### src/rtl/imm_seq_ctrl.sv
// Immediate sequencer: SEXT/ZEXT of 22-bit fields and HI10+LO22 composition.
// IMMGEN_ZEXT_EN enables mode 01 (ZEXT22); otherwise mode 01 raises err.
module imm_seq_ctrl #(
  parameter int OUT_W = 32,
  parameter int IN_W  = 22
) (
  input  logic             clk,
  input  logic             rst_n,
  input  logic             in_valid,
  output logic             in_ready,
  input  logic [IN_W-1:0]  imm_in,
  input  logic [1:0]       mode,
  output logic             out_valid,
  input  logic             out_ready,
  output logic [OUT_W-1:0] imm_out,
  output logic             err,
  output logic             hi_pend
);

  localparam int HI_W = OUT_W - IN_W;

  typedef enum logic {
    IDLE,
    HI_WAIT
  } state_t;

  state_t state;
  logic [HI_W-1:0] hi_reg;

  logic in_xfer;
  logic out_xfer;
  logic m_sx;
  logic m_zx;
  logic m_hi;
  logic m_lo;
  logic produce;
  logic bad;
  logic ld_hi;
  logic lo_ok;
  logic [OUT_W-1:0] res;

  assign in_ready = !out_valid || out_ready;
  assign in_xfer  = in_valid && in_ready;
  assign out_xfer = out_valid && out_ready;
  assign hi_pend  = (state == HI_WAIT);

  assign m_sx = (mode == 2'b00);
  assign m_zx = (mode == 2'b01);
  assign m_hi = (mode == 2'b10);
  assign m_lo = (mode == 2'b11);

  always_comb begin
    produce = 1'b0;
    bad     = 1'b0;
    ld_hi   = 1'b0;
    lo_ok   = 1'b0;
    res     = '0;
    unique case (1'b1)
      m_sx: begin
        produce = 1'b1;
        res     = {{HI_W{imm_in[IN_W-1]}}, imm_in};
      end
      m_zx: begin
`ifdef IMMGEN_ZEXT_EN
        produce = 1'b1;
        res     = {{HI_W{1'b0}}, imm_in};
`else
        bad     = 1'b1;
`endif
      end
      m_hi: ld_hi = 1'b1;
      m_lo: begin
        // a LO22 without a pending HI is consumed but flagged
        if (state == HI_WAIT) begin
          produce = 1'b1;
          lo_ok   = 1'b1;
          res     = {hi_reg, imm_in};
        end else begin
          bad     = 1'b1;
        end
      end
      default: ;
    endcase
  end

  always_ff @(posedge clk or negedge rst_n) begin
    if (!rst_n) begin
      state     <= IDLE;
      hi_reg    <= '0;
      out_valid <= 1'b0;
      imm_out   <= '0;
      err       <= 1'b0;
    end else begin
      err <= in_xfer && bad;
      if (in_xfer && produce) begin
        out_valid <= 1'b1;
        imm_out   <= res;
      end else if (out_xfer) begin
        out_valid <= 1'b0;
      end
      if (in_xfer && ld_hi) begin
        hi_reg <= imm_in[HI_W-1:0];
        state  <= HI_WAIT;
      end else if (in_xfer && lo_ok) begin
        state  <= IDLE;
      end
    end
  end

endmodule

### config.mk
export PLATFORM = sky130hd
export DESIGN_NAME = imm_seq_ctrl
export DESIGN_NICKNAME = d
export VERILOG_FILES = /design/src/rtl/imm_seq_ctrl.sv
export SDC_FILE = /design/constraint.sdc
export NUM_CORES = 1
export LEC_CHECK = 0
export ABC_AREA = 0
export ABC_CLOCK_PERIOD_IN_PS = 1300
export BUFFER_PORTS_ARGS = -buffer_cell sky130_fd_sc_hd__buf_2
export CAP_MARGIN = 0
export CORE_UTILIZATION = 40
export CTS_CLUSTER_SIZE = 14
export DETAILED_ROUTE_END_ITERATION = 8
export PLACE_DENSITY = 0.64
export SLEW_MARGIN = 20
export SYNTH_ARGS = -nofsm -noshare
export SYNTH_HDL_FRONTEND = slang
export SYNTH_SLANG_ARGS = --single-unit
### constraint.sdc
create_clock -name clk -period 1.3 [get_ports clk]
set_input_delay 0.13 -clock clk [delete_from_list [all_inputs] [get_ports clk]]
set_output_delay 0.13 -clock clk [all_outputs]
set_load 0.02 [all_outputs]
=== Word-level counts from Yosys, hierarchy flattened ===
Index checks and enable logic that the tools add are counted.

* Mux-type cells: 12
* Shift-type cells: 0
* $mul: 0
* Reductions and logical operators: 11
* Add/subtract/negate cells: 0
* Magnitude comparators: 0
* Bitwise gates (word level): 0
* Equal/unequal tests: 3
* Divide/modulo/power cells: 0

{| class="wikitable"
|+ Operators with widths
! operator !! number
|-
| $pmux W32 S2 || 1
|-
| $mux W32 || 1
|-
| $mux W1 || 8
|-
| $logic_and A1 B1 Y1 || 6
|-
| $eq A2 B2 Y1 const B || 2
|-
| $pmux W1 S2 || 2
|-
| $reduce_bool A2 Y1 || 2
|-
| $eq A2 B1 Y1 const B || 1
|-
| $logic_not A2 Y1 || 1
|-
| $logic_not A1 Y1 || 1
|-
| $logic_or A1 B1 Y1 || 1
|}

* RAM bits: 0
* Memories kept: 0
* Register bits: 45
* Output and inout bits: 36
* Bits in latches: 0
* Bits in read-only memories: 0
* Word-level logic and storage cells: 31
* Bits of input ports: 28

=== Depth between registers and ports, before layout ===
* Depth after elaboration: 6
* Mapped depth: 6
* Mapped depth without buffers: 5

=== Worst setup path after synthesis ===
No wires, ideal clock.

* Kind: flip-flop to flip-flop
* From: register state (netlist: hi_pend)
* To: register imm_out[21]
* Arrival: 1.266 ns
* Required time: 1.172 ns
* Cell stages (with the launch flop): 4
* Slack: -0.093 ns
* Path buffers: 0
* Library setup time: 0.128 ns
* Period minus slack after synthesis: 1.393 ns
* Cell sequence: dfrtp_1 > and2_1 > o2111ai_4 > mux2_1

* Word-level cells in the longest chain between the ends: 3
* Elaborated cells between the ends (all ways): 5
* Those cells by class: 4 x mux; 1 x reduce/logical

{| class="wikitable"
|+ RTL lines
! element !! RTL line !! RTL
|-
| start, declared || 27 || <nowiki>state_t state;</nowiki>
|-
| start signal, assigned || 88 || <nowiki>state <= IDLE;</nowiki>
|-
| start signal, assigned || 103 || <nowiki>state <= HI_WAIT;</nowiki>
|-
| start signal, assigned || 105 || <nowiki>state <= IDLE;</nowiki>
|-
| $mux W1 || 74 || <nowiki>if (state == HI_WAIT) begin</nowiki>
|-
| $pmux W1 S2 || 58 || <nowiki>unique case (1'b1)</nowiki>
|-
| $logic_and A1 B1 Y1 || 95 || <nowiki>if (in_xfer && produce) begin</nowiki>
|-
| end signal, assigned || 97 || <nowiki>imm_out <= res;</nowiki>
|-
| end, declared || 15 || <nowiki>output logic [OUT_W-1:0] imm_out,</nowiki>
|}

Parallel ways exist; a longest one is shown, timed or not.
A chain may end at the register's enable or synchronous reset.

=== Final worst setup path ===
Ends and elaborated chain as after synthesis.

==> impl_metrics.csv <==
group,metric,value,unit
logic_synthesis,share_of_synthesized_flip_flops_with_an_asynchronous_set_or_reset,100.0,%
routing,detail_route.wirelength,4332,um
floorplanning,core_area,4755,um2
place,gp_congestion,0.7917,
logic_synthesis,yosys_warnings,0,
logic_synthesis,synth_most_common_cell,"sky130_fd_sc_hd__dfrtp_1",
place,placement.io_buffers,63,
floorplanning,boundaryPins,64,
setup_path,critical_path.top_delay_family,"flip-flops",
layout,largest_register_ff_count,32,
layout,ratio_of_cells_with_drive_above_1_in_the_final_layout,43.36,%
worst_hold_path,min_path_cells,3,
setup_path,timing.setup.critical_path_class,"reg -> reg",
layout,antenna-diode-count,0,
layout,finish.utilization,58.24,%
layout,seq_area,1129,um2
setup_path,timing.critical_path.arrival,1.56,ns
global_route,antenna_violations_before_repair,0,
routing,vias,1485,
timing,report.final.slew_viol_count,0,
global_route,grt_max_degree,46,
timing,post-route-period-util,106.3,%
cts,worst_skew_pair.late_latency,0.29,ns
timing,tightestPinTransition,0.3908,ns
logic_synthesis,postSynthAreaPerCell,11.70,um2
outcome,violations,"setup timing",
power_and_ir_drop,power.clock.fraction,24.8,%
floorplanning,row_count,25,
floorplanning,floorplan.die.width,72.50,um
floorplanning,initial_core_util,41.82,%
outcome,run_status,"complete, but fails checks",
routing,post_drt_wl_per_cell,13.41,um
layout,final_cell_area,2769,um2
global_route,total_track_usage,16.80,%
power_and_ir_drop,p_seq_share,44.0,%
timing,rsz0062_at_grt,"true",
floorplanning,die_height,72.50,um
logic_synthesis,ys_seq_elements,45,
timing,finalSetupTns,-0.5307,ns
setup_path,crit_path_cell_trace,"and2_4 > o2111ai_4 > buf_6 > mux2_4",
cts,cts_inserted_buffers,5,
logic_synthesis,netlist_instances,170,
logic_synthesis,sequential_cell_area_fraction_in_the_yosys_report,56.64,%
timing,fin_hold_ws,0.06372,ns
routing,drtAntennaViolNets,0,
power_and_ir_drop,cellInternalPower,2.965,mW
setup_path,critical-path-slowest-cell,"sky130_fd_sc_hd__dfrtp_2",
layout,fillCellCount,436,
place,placement.setup.worst_slack,-0.1203,ns
setup_path,timing.critical_path.buf_inv,1,
logic_synthesis,netlist-cell-type-count,22,
setup_path,r2r_cells,4,
timing,min_period,1.381,ns
timing,final.setup_skew,0.01053,ns
power_and_ir_drop,power.switching,1.402,mW
cts,clock_tree.buffer_depth,2,
setup_path,cp-start-kind,"flip-flop",
global_route,grt_first_pass_wirelength,6658,um
setup_path,endpoint_kind,"flip-flop",
cts,clock_tree_from_tritoncts,"done",
cts,clk_pin_slew,0.08,ns
setup_path,largest_stage_delay_on_the_critical_path,0.41,ns
place,detailedPlacementHpwl,2685,um
logic_synthesis,synthFlopType,"sky130_fd_sc_hd__dfrtp_1",
logic_synthesis,number_of_enable_type_register_cells_in_the_synthesized_netlist,0,
timing,timing.final.ws_setup,-0.08140,ns
cts,cts_root_buf,"sky130_fd_sc_hd__clkbuf_8",
layout,area_of_the_multi_input_gates,787.0,um2
logic_synthesis,synth_largest_type_area_fraction,56.64,%
global_route,grt_overflow_total,0,
layout,design.final.nets,288,
timing,final_hold_viol_count,0,
setup_path,worst_ep_required_time,1.47,ns
worst_hold_path,hold_path_class,"in -> reg",
timing,setup_viol_count_final,16,
routing,routed_via_density,4.598,
routing,drt_drc_violations_left,0,
run,maxCapViolCount,0,
timing,max-slew-margin-rel,73.95,%
cts,htreeDepth,2,
logic_synthesis,synth_top_area_cells,"sky130_fd_sc_hd__dfrtp_1, sky130_fd_sc_hd__mux2i_1, sky130_fd_sc_hd__mux2_1",
power_and_ir_drop,vdd_ir_drop_max,0.0008611,V
place,post_dp_cell_area,2534,um2
power_and_ir_drop,powerDensity,1577,nW/um2
floorplanning,total_die_area,5256,um2
power_and_ir_drop,power_switching_share,32.11,%
timing,maximum_clock_frequency,0.7239,GHz
setup_path,crit_path_max_fanout,5,
global_route,grt_pass1_vias,1370,
logic_synthesis,synth_largest_area_cell,"sky130_fd_sc_hd__dfrtp_1",
routing,drt_first_pass_iters,4,
cts,cts_sinks,45,
power_and_ir_drop,comb_power_share,31.1,%
power_and_ir_drop,total_leakage_power,1.558,nW
routing,starting_drc_count_in_detailed_routing,49,
layout,synthToLayoutAreaGrowth,39.27,%
logic_synthesis,synth.top_cells.by_count,"sky130_fd_sc_hd__dfrtp_1, sky130_fd_sc_hd__inv_1, sky130_fd_sc_hd__nand2_1",
logic_synthesis,total_nets_after_synthesis,203,
setup_path,critical_path_cell_count,4,
logic_synthesis,synth.cell_area,1988,um2
timing repair:
action / in CTS / in global routing
endpoints found under the setup margin: 43 / 36
pin swaps: 1 / 1
endpoints found under the hold margin: 45 / 0
hold buffers: 1 / 0
setup buffers: 0 / 6
resized for setup: 3 / 4
gates cloned: 0 / 2
kinds of logic (layout without fill, tap and decap cells):
| kind of cell | Yosys count | count (layout) | synth area share, % |
|---|---|---|---|
| flops | 45 | 45 | 56.64 |
| buf+inv | 34 | 119 | 7.740 |
| mux | 32 | 32 | 16.80 |
| compound gates | 24 | 24 | 9.125 |
| fa+ha+maj | 5 | 5 | 3.147 |
| simple gates | 30 | 31 | 6.545 |
final timing paths:
kind,start,endpoint,slack (ns)
min in group asynchronous,rst_n,err$_DFF_PN0_,0.35
max,hi_pend$_DFFE_PN0P_,imm_out[21]$_DFFE_PN0P_,-0.08
max in group asynchronous,rst_n,imm_out[18]$_DFFE_PN0P_,0.73
min,imm_in[15],imm_out[15]$_DFFE_PN0P_,0.06
min reg2reg,imm_out[28]$_DFFE_PN0P_,imm_out[28]$_DFFE_PN0P_,0.49
max reg2reg,hi_pend$_DFFE_PN0P_,imm_out[21]$_DFFE_PN0P_,-0.08
layout by cell type, fill, tap and decap left out, types with 2 or more instances in the layout:
| cell | n |
|---|---|
| sky130_fd_sc_hd__ha_1 | 5 |
| sky130_fd_sc_hd__nand2_1 | 23 |
| sky130_fd_sc_hd__nand3_4 | 2 |
| sky130_fd_sc_hd__a21oi_1 | 11 |
| sky130_fd_sc_hd__o2bb2ai_1 | 9 |
| sky130_fd_sc_hd__clkbuf_8 | 6 |
| sky130_fd_sc_hd__mux2_4 | 10 |
| sky130_fd_sc_hd__buf_6 | 3 |
| sky130_fd_sc_hd__inv_1 | 25 |
| sky130_fd_sc_hd__buf_4 | 16 |
| sky130_fd_sc_hd__dfrtp_1 | 43 |
| sky130_fd_sc_hd__mux2i_1 | 21 |
| sky130_fd_sc_hd__buf_2 | 62 |
| sky130_fd_sc_hd__dfrtp_2 | 2 |
| sky130_fd_sc_hd__buf_12 | 3 |
power groups by stage:
stage | clock (mW) | combinational, mW | sequential, mW
detailed placement | 0 | 1.33 | 1.94
global placement | 0 | 1.31 | 1.95
floorplan | 0 | 0.481 | 2.29
global route | 1.16 | 1.48 | 1.97
CTS | 1.11 | 1.34 | 1.93
finish | 1.08 | 1.36 | 1.92
area by class of cell:
| class | count | area share, % |
|---|---|---|
| Clock inverter | 1 | 1.084 |
| Inverter | 25 | 3.389 |
| Multi-Input combinational cell | 92 | 28.42 |
| Tap cell | 67 | 3.028 |
| Clock buffer | 7 | 3.118 |
| Sequential cell | 45 | 40.76 |
| Timing Repair Buffer | 86 | 20.20 |
stage by stage:
| step | power (mW) | std cells |
|---|---|---|
| floorplan | 2.767 | 170 |
| global placement | 3.258 | 306 |
| detailed placement | 3.273 | 306 |
| CTS | 4.374 | 315 |
| global route | 4.605 | 323 |
| finish | 4.367 | 323 |
tightest hold or removal path, stage by stage:
cell and delay [ns]:
sky130_fd_sc_hd__buf_2 0.09, sky130_fd_sc_hd__nand2_1 0.04, sky130_fd_sc_hd__mux2i_1 0.05
routing by layer:
| metal | GRT usage (%) | vias to the layer above | wire (um) |
|---|---|---|---|
| met5 | 0 | - | 0 |
| met4 | 6.536 | 0 | 43 |
| met3 | 4.028 | 4 | 179 |
| met2 | 25.86 | 48 | 2052 |
| met1 | 22.97 | 709 | 2056 |
| li1 | - | 724 | - |
(Power assumes the default switching activity.)
